`config.mk`:
```
export PLATFORM = sky130hd
export DESIGN_NAME = mem_puf_challenge_seq
export DESIGN_NICKNAME = d
export VERILOG_FILES = /design/src/rtl/mem_puf_challenge_seq.sv
export SDC_FILE = /design/constraint.sdc
export NUM_CORES = 1
export LEC_CHECK = 0
export ABC_AREA = 1
export CORE_MARGIN = 4
export CORE_UTILIZATION = 45
export CTS_BUF_LIST = sky130_fd_sc_hd__clkbuf_4 sky130_fd_sc_hd__clkbuf_8
export DETAILED_ROUTE_END_ITERATION = 12
export PLACE_DENSITY = 0.85
export SLEW_MARGIN = 10
export SYNTH_ARGS = -nofsm -noshare
export SYNTH_HDL_FRONTEND = slang
export SYNTH_SLANG_ARGS = --single-unit
```
`constraint.sdc`:
```
create_clock -name clk -period 1.5 [get_ports clk]
set_clock_uncertainty 0.1 [all_clocks]
set_input_delay 0.3 -clock clk [delete_from_list [all_inputs] [get_ports clk]]
set_output_delay 0.3 -clock clk [all_outputs]
set_load 0.02 [all_outputs]
```
`src/rtl/mem_puf_challenge_seq.sv`:
```
// Challenge sequencer / response sampler for the memristive PUF cell.
// Each challenge bit (MSB first) becomes a +/-V_SET pulse of PULSE_LEN
// cycles, followed by SETTLE idle cycles and a one-cycle sample of g_in
// that is thresholded into the matching response bit.
module mem_puf_challenge_seq #(
    parameter int VIN_WIDTH = 16,
    parameter int G_WIDTH   = 16,
    parameter int FRAC_BITS = 8,
    parameter int CHAL_BITS = 16,
    parameter int V_SET     = 1088,
    parameter int PULSE_LEN = 4,
    parameter int SETTLE    = 2,
    parameter int G_THRESH  = 128
) (
    input  logic                        clk,
    input  logic                        rst_n,
    input  logic                        chal_valid,
    output logic                        chal_ready,
    input  logic [CHAL_BITS-1:0]        chal,
    output logic                        vin_valid,
    output logic signed [VIN_WIDTH-1:0] vin,
    input  logic signed [G_WIDTH-1:0]   g_in,
    output logic                        resp_valid,
    input  logic                        resp_ready,
    output logic [CHAL_BITS-1:0]        resp,
    output logic                        busy
);

    localparam int MAXC = (PULSE_LEN > SETTLE) ? PULSE_LEN : SETTLE;
    localparam int CW   = (MAXC > 1) ? $clog2(MAXC) : 1;
    localparam int BW   = (CHAL_BITS > 1) ? $clog2(CHAL_BITS) : 1;

    localparam logic [CW-1:0] PULSE_LAST  = CW'(PULSE_LEN - 1);
    localparam logic [CW-1:0] SETTLE_LAST = CW'(SETTLE - 1);
    localparam logic [BW-1:0] BIT_LAST    = BW'(CHAL_BITS - 1);

    // Magnitude is strictly below 2^(VIN_WIDTH-1), so -VPOS never hits the
    // most negative code.
    localparam logic signed [VIN_WIDTH-1:0] VPOS = VIN_WIDTH'(V_SET);
    localparam logic signed [VIN_WIDTH-1:0] VNEG = -VPOS;
    localparam logic signed [G_WIDTH-1:0]   G_TH = G_WIDTH'(G_THRESH);

    // Elaboration-time parameter sanity.
    if (V_SET <= 0 || V_SET >= (1 << (VIN_WIDTH - 1))) begin : g_bad_vset
        $error("V_SET out of range");
    end
    if (PULSE_LEN < 1 || SETTLE < 1 || CHAL_BITS < 2) begin : g_bad_len
        $error("PULSE_LEN/SETTLE must be >= 1, CHAL_BITS >= 2");
    end
    if (FRAC_BITS >= VIN_WIDTH) begin : g_bad_frac
        $error("FRAC_BITS must be below VIN_WIDTH");
    end

    typedef enum logic [2:0] {
        S_IDLE,
        S_PULSE,
        S_SETTLE,
        S_SAMPLE,
        S_DONE
    } state_t;

    state_t               state, state_nxt;
    logic [CW-1:0]        cyc_cnt, cyc_cnt_nxt;
    logic [BW-1:0]        bit_idx, bit_idx_nxt;
    logic [CHAL_BITS-1:0] chal_sh, chal_sh_nxt;
    logic [CHAL_BITS-1:0] resp_sh, resp_sh_nxt;
    logic                 resp_bit;

    assign chal_ready = (state == S_IDLE);
    assign resp_bit   = (g_in >= G_TH);

    // Next-state and datapath updates for the sequencer.
    always_comb begin
        state_nxt   = state;
        cyc_cnt_nxt = cyc_cnt;
        bit_idx_nxt = bit_idx;
        chal_sh_nxt = chal_sh;
        resp_sh_nxt = resp_sh;
        case (state)
            S_IDLE: begin
                if (chal_valid) begin
                    chal_sh_nxt = chal;
                    resp_sh_nxt = '0;
                    bit_idx_nxt = '0;
                    cyc_cnt_nxt = '0;
                    state_nxt   = S_PULSE;
                end
            end
            S_PULSE: begin
                if (cyc_cnt == PULSE_LAST) begin
                    cyc_cnt_nxt = '0;
                    state_nxt   = S_SETTLE;
                end else begin
                    cyc_cnt_nxt = cyc_cnt + CW'(1);
                end
            end
            S_SETTLE: begin
                if (cyc_cnt == SETTLE_LAST) begin
                    cyc_cnt_nxt = '0;
                    state_nxt   = S_SAMPLE;
                end else begin
                    cyc_cnt_nxt = cyc_cnt + CW'(1);
                end
            end
            S_SAMPLE: begin
                resp_sh_nxt = {resp_sh[CHAL_BITS-2:0], resp_bit};
                chal_sh_nxt = {chal_sh[CHAL_BITS-2:0], 1'b0};
                bit_idx_nxt = bit_idx + BW'(1);
                state_nxt   = (bit_idx == BIT_LAST) ? S_DONE : S_PULSE;
            end
            S_DONE: begin
                if (resp_ready) state_nxt = S_IDLE;
            end
            default: state_nxt = S_IDLE;
        endcase
    end

    // State, counters and shift registers.
    always_ff @(posedge clk or negedge rst_n) begin
        if (!rst_n) begin
            state   <= S_IDLE;
            cyc_cnt <= '0;
            bit_idx <= '0;
            chal_sh <= '0;
            resp_sh <= '0;
        end else begin
            state   <= state_nxt;
            cyc_cnt <= cyc_cnt_nxt;
            bit_idx <= bit_idx_nxt;
            chal_sh <= chal_sh_nxt;
            resp_sh <= resp_sh_nxt;
        end
    end

    // Registered outputs, decoded from the next state so they line up with it.
    always_ff @(posedge clk or negedge rst_n) begin
        if (!rst_n) begin
            vin_valid  <= 1'b0;
            vin        <= '0;
            resp_valid <= 1'b0;
            resp       <= '0;
            busy       <= 1'b0;
        end else begin
            vin_valid  <= (state_nxt == S_PULSE);
            if (state_nxt == S_PULSE)
                vin <= chal_sh_nxt[CHAL_BITS-1] ? VPOS : VNEG;
            else
                vin <= '0;
            resp_valid <= (state_nxt == S_DONE);
            if (state_nxt == S_DONE)
                resp <= resp_sh_nxt;
            busy       <= (state_nxt != S_IDLE);
        end
    end

endmodule

```
# == Word-level counts from Yosys, hierarchy flattened ==
# Index checks and enable logic that the tools add are counted.
# totals
register_bits,76
in_bits,36
output_inout_bits,36
elab_cells,48
# classes
add_sub_neg,2
magnitude_cmp,1
eq_ne,10
mux,18
reduce_logical,6
# op_table
op,count
$mux W16,4
$pmux W16 S2,2
$ge A16 B9 Y1 const B,1
$mux W3,5
$pmux W3 S5,1
$pmux W4 S2,1
$eq A3 B1 Y1 const B,2
$eq A3 B2 Y1 const B,2
$eq A3 B3 Y1 const B,2
$mux W2,3
$pmux W2 S3,1
$reduce_bool A3 Y1,2
$add A4 B1 Y4 const B,1
$eq A4 B4 Y1 const B,1
$mux W4,1
$reduce_and A2 Y1,2
$logic_not A3 Y1,1
$add A2 B1 Y2 const B,1
$eq A2 B1 Y1 const B,1
$eq A2 B2 Y1 const B,1
$ne A2 B2 Y1 const B,1
$reduce_bool A2 Y1,1

# == Longest topological paths before layout ==
# Gate-level depths: netlist of run 1.
# depth
word_depth,5
ltp_mapped,9
depth_no_buf,8

# == Worst setup path before layout of run 1 ==
# Ideal clock, no wire load.
# synth_path
kind,register to output
from,register state[0]
to,output chal_ready
arrival_time_ps,1012
t_required_ps,1100
setup_slack_ps,88
path_stages_with_launch,5
n_path_buf,1
cell_sequence,dfrtp_1 -> nor2_2 -> nand2_1 -> inv_2 -> buf_2
# synth_via
elab_chain_cells,1
# synth_rtl
item,line_no,rtl
from (decl),62,"state_t state, state_nxt;"
from (signal assigned),127,state <= state_nxt;
$logic_not A3 Y1,69,assign chal_ready = (state == S_IDLE);
to (decl),18,"output logic chal_ready,"
# Every way passes these cells.

# == Final worst setup path of run 1 ==
# layout_path
from,register state[1]
to,output chal_ready
# The elaborated chain is that of the path after synthesis.

==> results of run 1 <==
-- synth_stat cells, drive strengths merged --
cell type / instances / area (µm²)
a21oi: 2 / 10.0
clkbuf: 1 / 3.75
o21ai: 8 / 40.0
ha: 4 / 50.1
dfrtp: 62 / 1550
nor2: 15 / 66.3
xnor2: 1 / 8.76
conb: 1 / 3.75
nand3b: 1 / 7.51
or2: 1 / 6.26
inv: 17 / 63.8
nand2: 132 / 505
buf: 25 / 174
xor2: 1 / 8.76
nand3: 56 / 285
-- worst min-delay path by stage --
stage                     startpoint          to  slack, ns  cells past startpoint
after global routing      chal_sh[2]  chal_sh[2]       0.41                      2
after floorplan                rst_n  bit_idx[0]       -0.1                      0
after detailed placement       rst_n     resp[9]       0.23                      2
after global placement         rst_n     resp[9]       0.23                      2
final                     chal_sh[0]  chal_sh[0]       0.37                      2
after CTS                 chal_sh[0]  chal_sh[0]       0.38                      2
-- report_power, final --
| group | total [µW] | internal [µW] | switching [µW] |
|---|---|---|---|
| Combinational | 2260 | 942 | 1320 |
| Sequential | 2280 | 2060 | 221 |
| Clock | 1500 | 892 | 603 |
| Total | 6030 | 3890 | 2140 |
-- final cells by class --
class	count	area, µm²	area share
sequential	62	1550	0.413
multi-input combinational	227	1030	0.275
timing repair buffer	78	802	0.214
clock buffer	13	166	0.0443
tap	75	93.8	0.0250
inverter	17	66.3	0.0177
clock inverter	3	42.5	0.0113
-- metal layers --
layer,GRT usage,part of all wire
met5,0,0
met4,0.0524,0.010
met3,0.0494,0.059
met2,0.296,0.49
met1,0.203,0.44
-- metrics by stage --
| step | total power (µW) | hold WS, ns |
|---|---|---|
| 2_1_floorplan | 3760 | -0.0956 |
| 3_3_place_gp | 4410 | 0.229 |
| 3_5_place_dp | 4510 | 0.234 |
| 4_1_cts | 5950 | 0.375 |
| 5_1_grt | 6480 | 0.410 |
| 6_report | 6030 | 0.371 |
-- state kept, by name, indices dropped and copies added, names as in the netlist --
name,flops
chal_sh,16
resp,16
resp_sh,16
bit_idx,4
state,3
vin,3
cyc_cnt,2
busy,1
resp_valid,1
-- cells by family (layout without fill, tap and decap cells) --
logic type,Yosys count,in the layout,share of synthesized area
buffers and inverters,43,111,0.0867
AND/OR/NAND/NOR,205,205,0.313
other,1,6,0.00135
XOR/XNOR,2,2,0.00629
AO/OA/AOI/OAI,10,10,0.0180
adder cells (fa/ha/maj),4,4,0.0180
flip-flops,62,62,0.557
-- worst max-delay path: cells and delay by family (launching register included) --
kind / cells / cell delay (ns)
buffers and inverters: 2 / 0.18
AND/OR/NAND/NOR: 2 / 0.24
flip-flops: 1 / 0.39
-- what timing repair did --
action                                  4_1_cts  5_1_grt
hold buffers                                  1        0
hold endpoints to repair                     62        0
resized for setup                            51       15
pin swaps                                     0        2
gates cloned                                  0        1
endpoints found under the setup margin       30       47
setup buffers                                 0        1
==> impl_metrics.env, run 1 <==
export IMPL_max_stage_delay_ns=0.39
export IMPL_viasPerCell=4.78
export IMPL_fmax_mhz=645
export IMPL_path_class="flip-flop to output pin"
export IMPL_critPathLaunchType="flip-flop"
export IMPL_drt_pass1_iter_count=4
export IMPL_dp_cells=456
export IMPL_crit_path_max_fanout=3
export IMPL_cts_tree="done"
export IMPL_hold_class="flip-flop to flip-flop"
export IMPL_wl_mm=5.88
export IMPL_ir_drop_uv=973
export IMPL_grt_pass1_wl_mm=10.1
export IMPL_violations="setup timing"
export IMPL_wire_per_inst_um=12.4
export IMPL_coreArea_mm2=0.00596
export IMPL_io_pins=72
export IMPL_crit_path_end="chal_ready"
export IMPL_htreeDepth=3
export IMPL_avgSynthCellArea_um2=8.52
export IMPL_grt_use_total=0.170
export IMPL_crit_start="state[1]"
export IMPL_fin_cells=475
export IMPL_rows=28
export IMPL_layout_setup_ws_ns=-0.0502
export IMPL_cts_root_buf="clkbuf_8"
export IMPL_die_h_um=86.7
export IMPL_post_route_util=0.631
export IMPL_cts_clk_slew_worst_paths_ns=0.06
export IMPL_antenna_cells=0
export IMPL_drt_iter0_markers=73
export IMPL_r2r_cells=9
export IMPL_design_area_mm2=0.00376
export IMPL_rr_startpoint="state[1]"
export IMPL_fin_tns_setup_ns=-0.0502
export IMPL_synth_seq_cells=62
export IMPL_pre_cts_slack_ns=-0.228
export IMPL_yosysWarningCount=0
export IMPL_clock_path_buffers=2
export IMPL_antenna_found_initial=0
export IMPL_synth_cells=327
export IMPL_grt_pass1_vias=2329
export IMPL_grt_max_degree=63
export IMPL_fin_crit_ns=1.55
export IMPL_crit_arrival_ns=1.15
export IMPL_drive_gt1_frac=0.153
export IMPL_status="finished with violations"
export IMPL_nFillCells=509
export IMPL_maxCapViolCount=0
export IMPL_drv_slew=0
export IMPL_dpl_instance_area_mm2=0.00347
export IMPL_fp_dieW_um=86.7
export IMPL_powerDensity_mw_per_mm2=1610
export IMPL_finalCritPeriodShare=1.03
export IMPL_yosysSeqAreaShare=0.557
export IMPL_crit_chain="nor2_2, nand2_2, inv_2, buf_6"
export IMPL_worstSkewPairLatency_ns=0.33
export IMPL_die_area_mm2=0.00751
export IMPL_synthToLayoutAreaGrowth_pct=34.9
export IMPL_hold_viol_final=0
export IMPL_cts_inserted_buffers=9
export IMPL_final_common_cell="nand2_1"
export IMPL_gr_total_overflow=0
export IMPL_io_buffers=58
export IMPL_dp_hpwl_mm=4.03
export IMPL_synth_cell_type_count=24
export IMPL_regToRegSetupSlack_ns=0.04
export IMPL_syn_area_mm2=0.00279
export IMPL_rsz0062_at_grt="true"
export IMPL_setup_viol=1
export IMPL_nNetsFinal=435
export IMPL_cp_required_ns=1.10
export IMPL_cts_sinks=62
export IMPL_start_util=0.468
export IMPL_drcViolationCount=0
export IMPL_leakagePower_uw=0.00185
export IMPL_via_count=2269
export IMPL_cp_end_kind="output pin"
export IMPL_final_cell_mix="nand2_1, dfrtp_1, nand3_1"
export IMPL_antenna_left=0
export IMPL_gp_congestion=0.824
export IMPL_slowest_stage="dfrtp_1"
export IMPL_r2r_end="resp[4]"
Note: power is estimated with default switching activity, not from simulation.
==> inputs of run 2 (changes only) <==
- SKIP_CTS_REPAIR_TIMING: unset -> 1
==> run 2 against run 1 <==
Compared with the run above:
- the flow still finishes with violations (setup timing)
- critical path depth unchanged
- maximum frequency increased by 0.15%
- cell area rose by 1.2%
- combinational power fell by 2%
- routed wire length increased by 0.56%
- register-to-register slack worse by 0.02 ns
- worst setup slack gained 0.0024 ns
- global-route usage hardly changed
- critical endpoint unchanged
- largest power group unchanged
==> impl_metrics.env, run 2 (same netlist as run 1, synthesis figures left out) <==
export IMPL_status="finished with violations"
export IMPL_violations="setup timing"
export IMPL_grt_pass1_wl_mm=10.1
export IMPL_ir_drop_uv=1060
export IMPL_htreeDepth=3
export IMPL_critPathLaunchType="flip-flop"
export IMPL_coreArea_mm2=0.00596
export IMPL_drt_iter0_markers=66
export IMPL_crit_arrival_ns=1.15
export IMPL_nFillCells=498
export IMPL_drt_pass1_iter_count=4
export IMPL_top_layer="met4"
export IMPL_route_met2_wl_mm=2.93
export IMPL_io_buffers=58
export IMPL_final_cell_mix="nand2_1, dfrtp_1, nand3_1"
export IMPL_die_area_mm2=0.00751
export IMPL_wl_met1_mm=2.56
export IMPL_hold_class="flip-flop to flip-flop"
export IMPL_cts_tree="done"
export IMPL_r2r_cells=9
export IMPL_rr_startpoint="state[0]"
export IMPL_gp_congestion=0.824
export IMPL_wl_mm=5.92
export IMPL_cp_end_kind="output pin"
export IMPL_slowest_stage="dfrtp_1"
export IMPL_design_area_mm2=0.00380
export IMPL_drv_slew=0
export IMPL_crit_chain="nor2_2, nand2_2, inv_2, buf_4"
export IMPL_r2r_end="resp[7]"
export IMPL_antenna_found_initial=0
export IMPL_drcViolationCount=0
export IMPL_hold_ws_ns=0.371
export IMPL_drive_gt1_frac=0.123
export IMPL_io_pins=72
export IMPL_fp_dieW_um=86.7
export IMPL_cp_required_ns=1.10
export IMPL_grt_pass1_vias=2330
export IMPL_grt_max_degree=63
export IMPL_worstSkewPairLatency_ns=0.33
export IMPL_rsz0062_at_grt="true"
export IMPL_antenna_left=0
export IMPL_gr_total_overflow=0
export IMPL_route_met3_wl_um=361
export IMPL_rows=28
export IMPL_dp_hpwl_mm=4.03
export IMPL_cts_root_buf="clkbuf_8"
export IMPL_power_uw=5980
export IMPL_post_route_util=0.638
export IMPL_fin_crit_ns=1.55
export IMPL_fmax_mhz=646
export IMPL_via_count=2275
export IMPL_path_class="flip-flop to output pin"
export IMPL_biggestRegsByFlops="chal_sh x16, resp x16, resp_sh x16"
export IMPL_path_depth=4
export IMPL_cts_clk_slew_worst_paths_ns=0.06
export IMPL_setup_viol=1
export IMPL_maxCapViolCount=0
export IMPL_hold_viol_final=0
export IMPL_dpl_instance_area_mm2=0.00347
export IMPL_start_util=0.468
export IMPL_finalCritPeriodShare=1.03
export IMPL_max_stage_delay_ns=0.39
export IMPL_grt_use_total=0.170
export IMPL_clock_path_buffers=2
export IMPL_fin_tns_setup_ns=-0.0478
export IMPL_layout_setup_ws_ns=-0.0478
export IMPL_path_delay_family="flip-flops"
export IMPL_seq_area_mm2=0.00155
export IMPL_wire_per_inst_um=12.5
export IMPL_crit_path_max_fanout=3
export IMPL_die_h_um=86.7
export IMPL_synthToLayoutAreaGrowth_pct=36.4
export IMPL_viasPerCell=4.81
export IMPL_path_buf_inv=2
export IMPL_crit_path_end="chal_ready"
export IMPL_antenna_cells=0
export IMPL_nNetsFinal=433
export IMPL_cts_inserted_buffers=9
export IMPL_final_common_cell="nand2_1"
export IMPL_regToRegSetupSlack_ns=0.02
export IMPL_leakagePower_uw=0.00200
export IMPL_crit_start="state[0]"
export IMPL_multi_input_area_mm2=0.00102
export IMPL_cts_sinks=62
export IMPL_powerDensity_mw_per_mm2=1570
run 2: routing by layer:
metal  GRT usage  vias to the layer above
li1            -                     1143
met3      0.0494                        6
met1       0.203                     1071
met4      0.0524                        0
met2       0.296                       55
met5           0                        -
run 2: power breakdown:
part           leakage [µW]  internal (µW)  switching [µW]
logic               0.00115            920            1290
registers          0.000743           2050             221
clock network      0.000106            893             605
total               0.00200           3870            2120
run 2: layout make-up:
cell class | instances | area share
Inverter | 17 | 0.0175
Sequential cell | 62 | 0.408
Multi-Input combinational cell | 227 | 0.269
Clock buffer | 13 | 0.0438
Tap cell | 75 | 0.0247
Timing Repair Buffer | 76 | 0.225
Clock inverter | 3 | 0.0112
run 2: how the worst min path moves through the flow:
stage / startpoint / end / cells past startpoint
after global placement: rst_n / resp[9] / 2
after floorplan: rst_n / bit_idx[0] / 0
after global routing: chal_sh[2] / chal_sh[2] / 2
after detailed placement: rst_n / resp[9] / 2
final: chal_sh[0] / chal_sh[0] / 2
after CTS: rst_n / resp_sh[8] / 2
run 2: worst reg2reg max path: stages (launching register included):
cell and delay, ns:
dfrtp_1 0.36, buf_4 0.15, nand2_1 0.09, nor2_4 0.16, nand2_2 0.11, nand2_4 0.07, inv_2 0.07, buf_12 0.14
nand2_1 0.07, nand2_1 0.06
run 2: stage by stage:
step | setup slack, ns | cells
5_1_grt | -0.109 | 473
3_5_place_dp | -0.228 | 456
4_1_cts | -0.559 | 472
2_1_floorplan | 0.0884 | 332
3_3_place_gp | -0.187 | 456
6_report | -0.0478 | 473
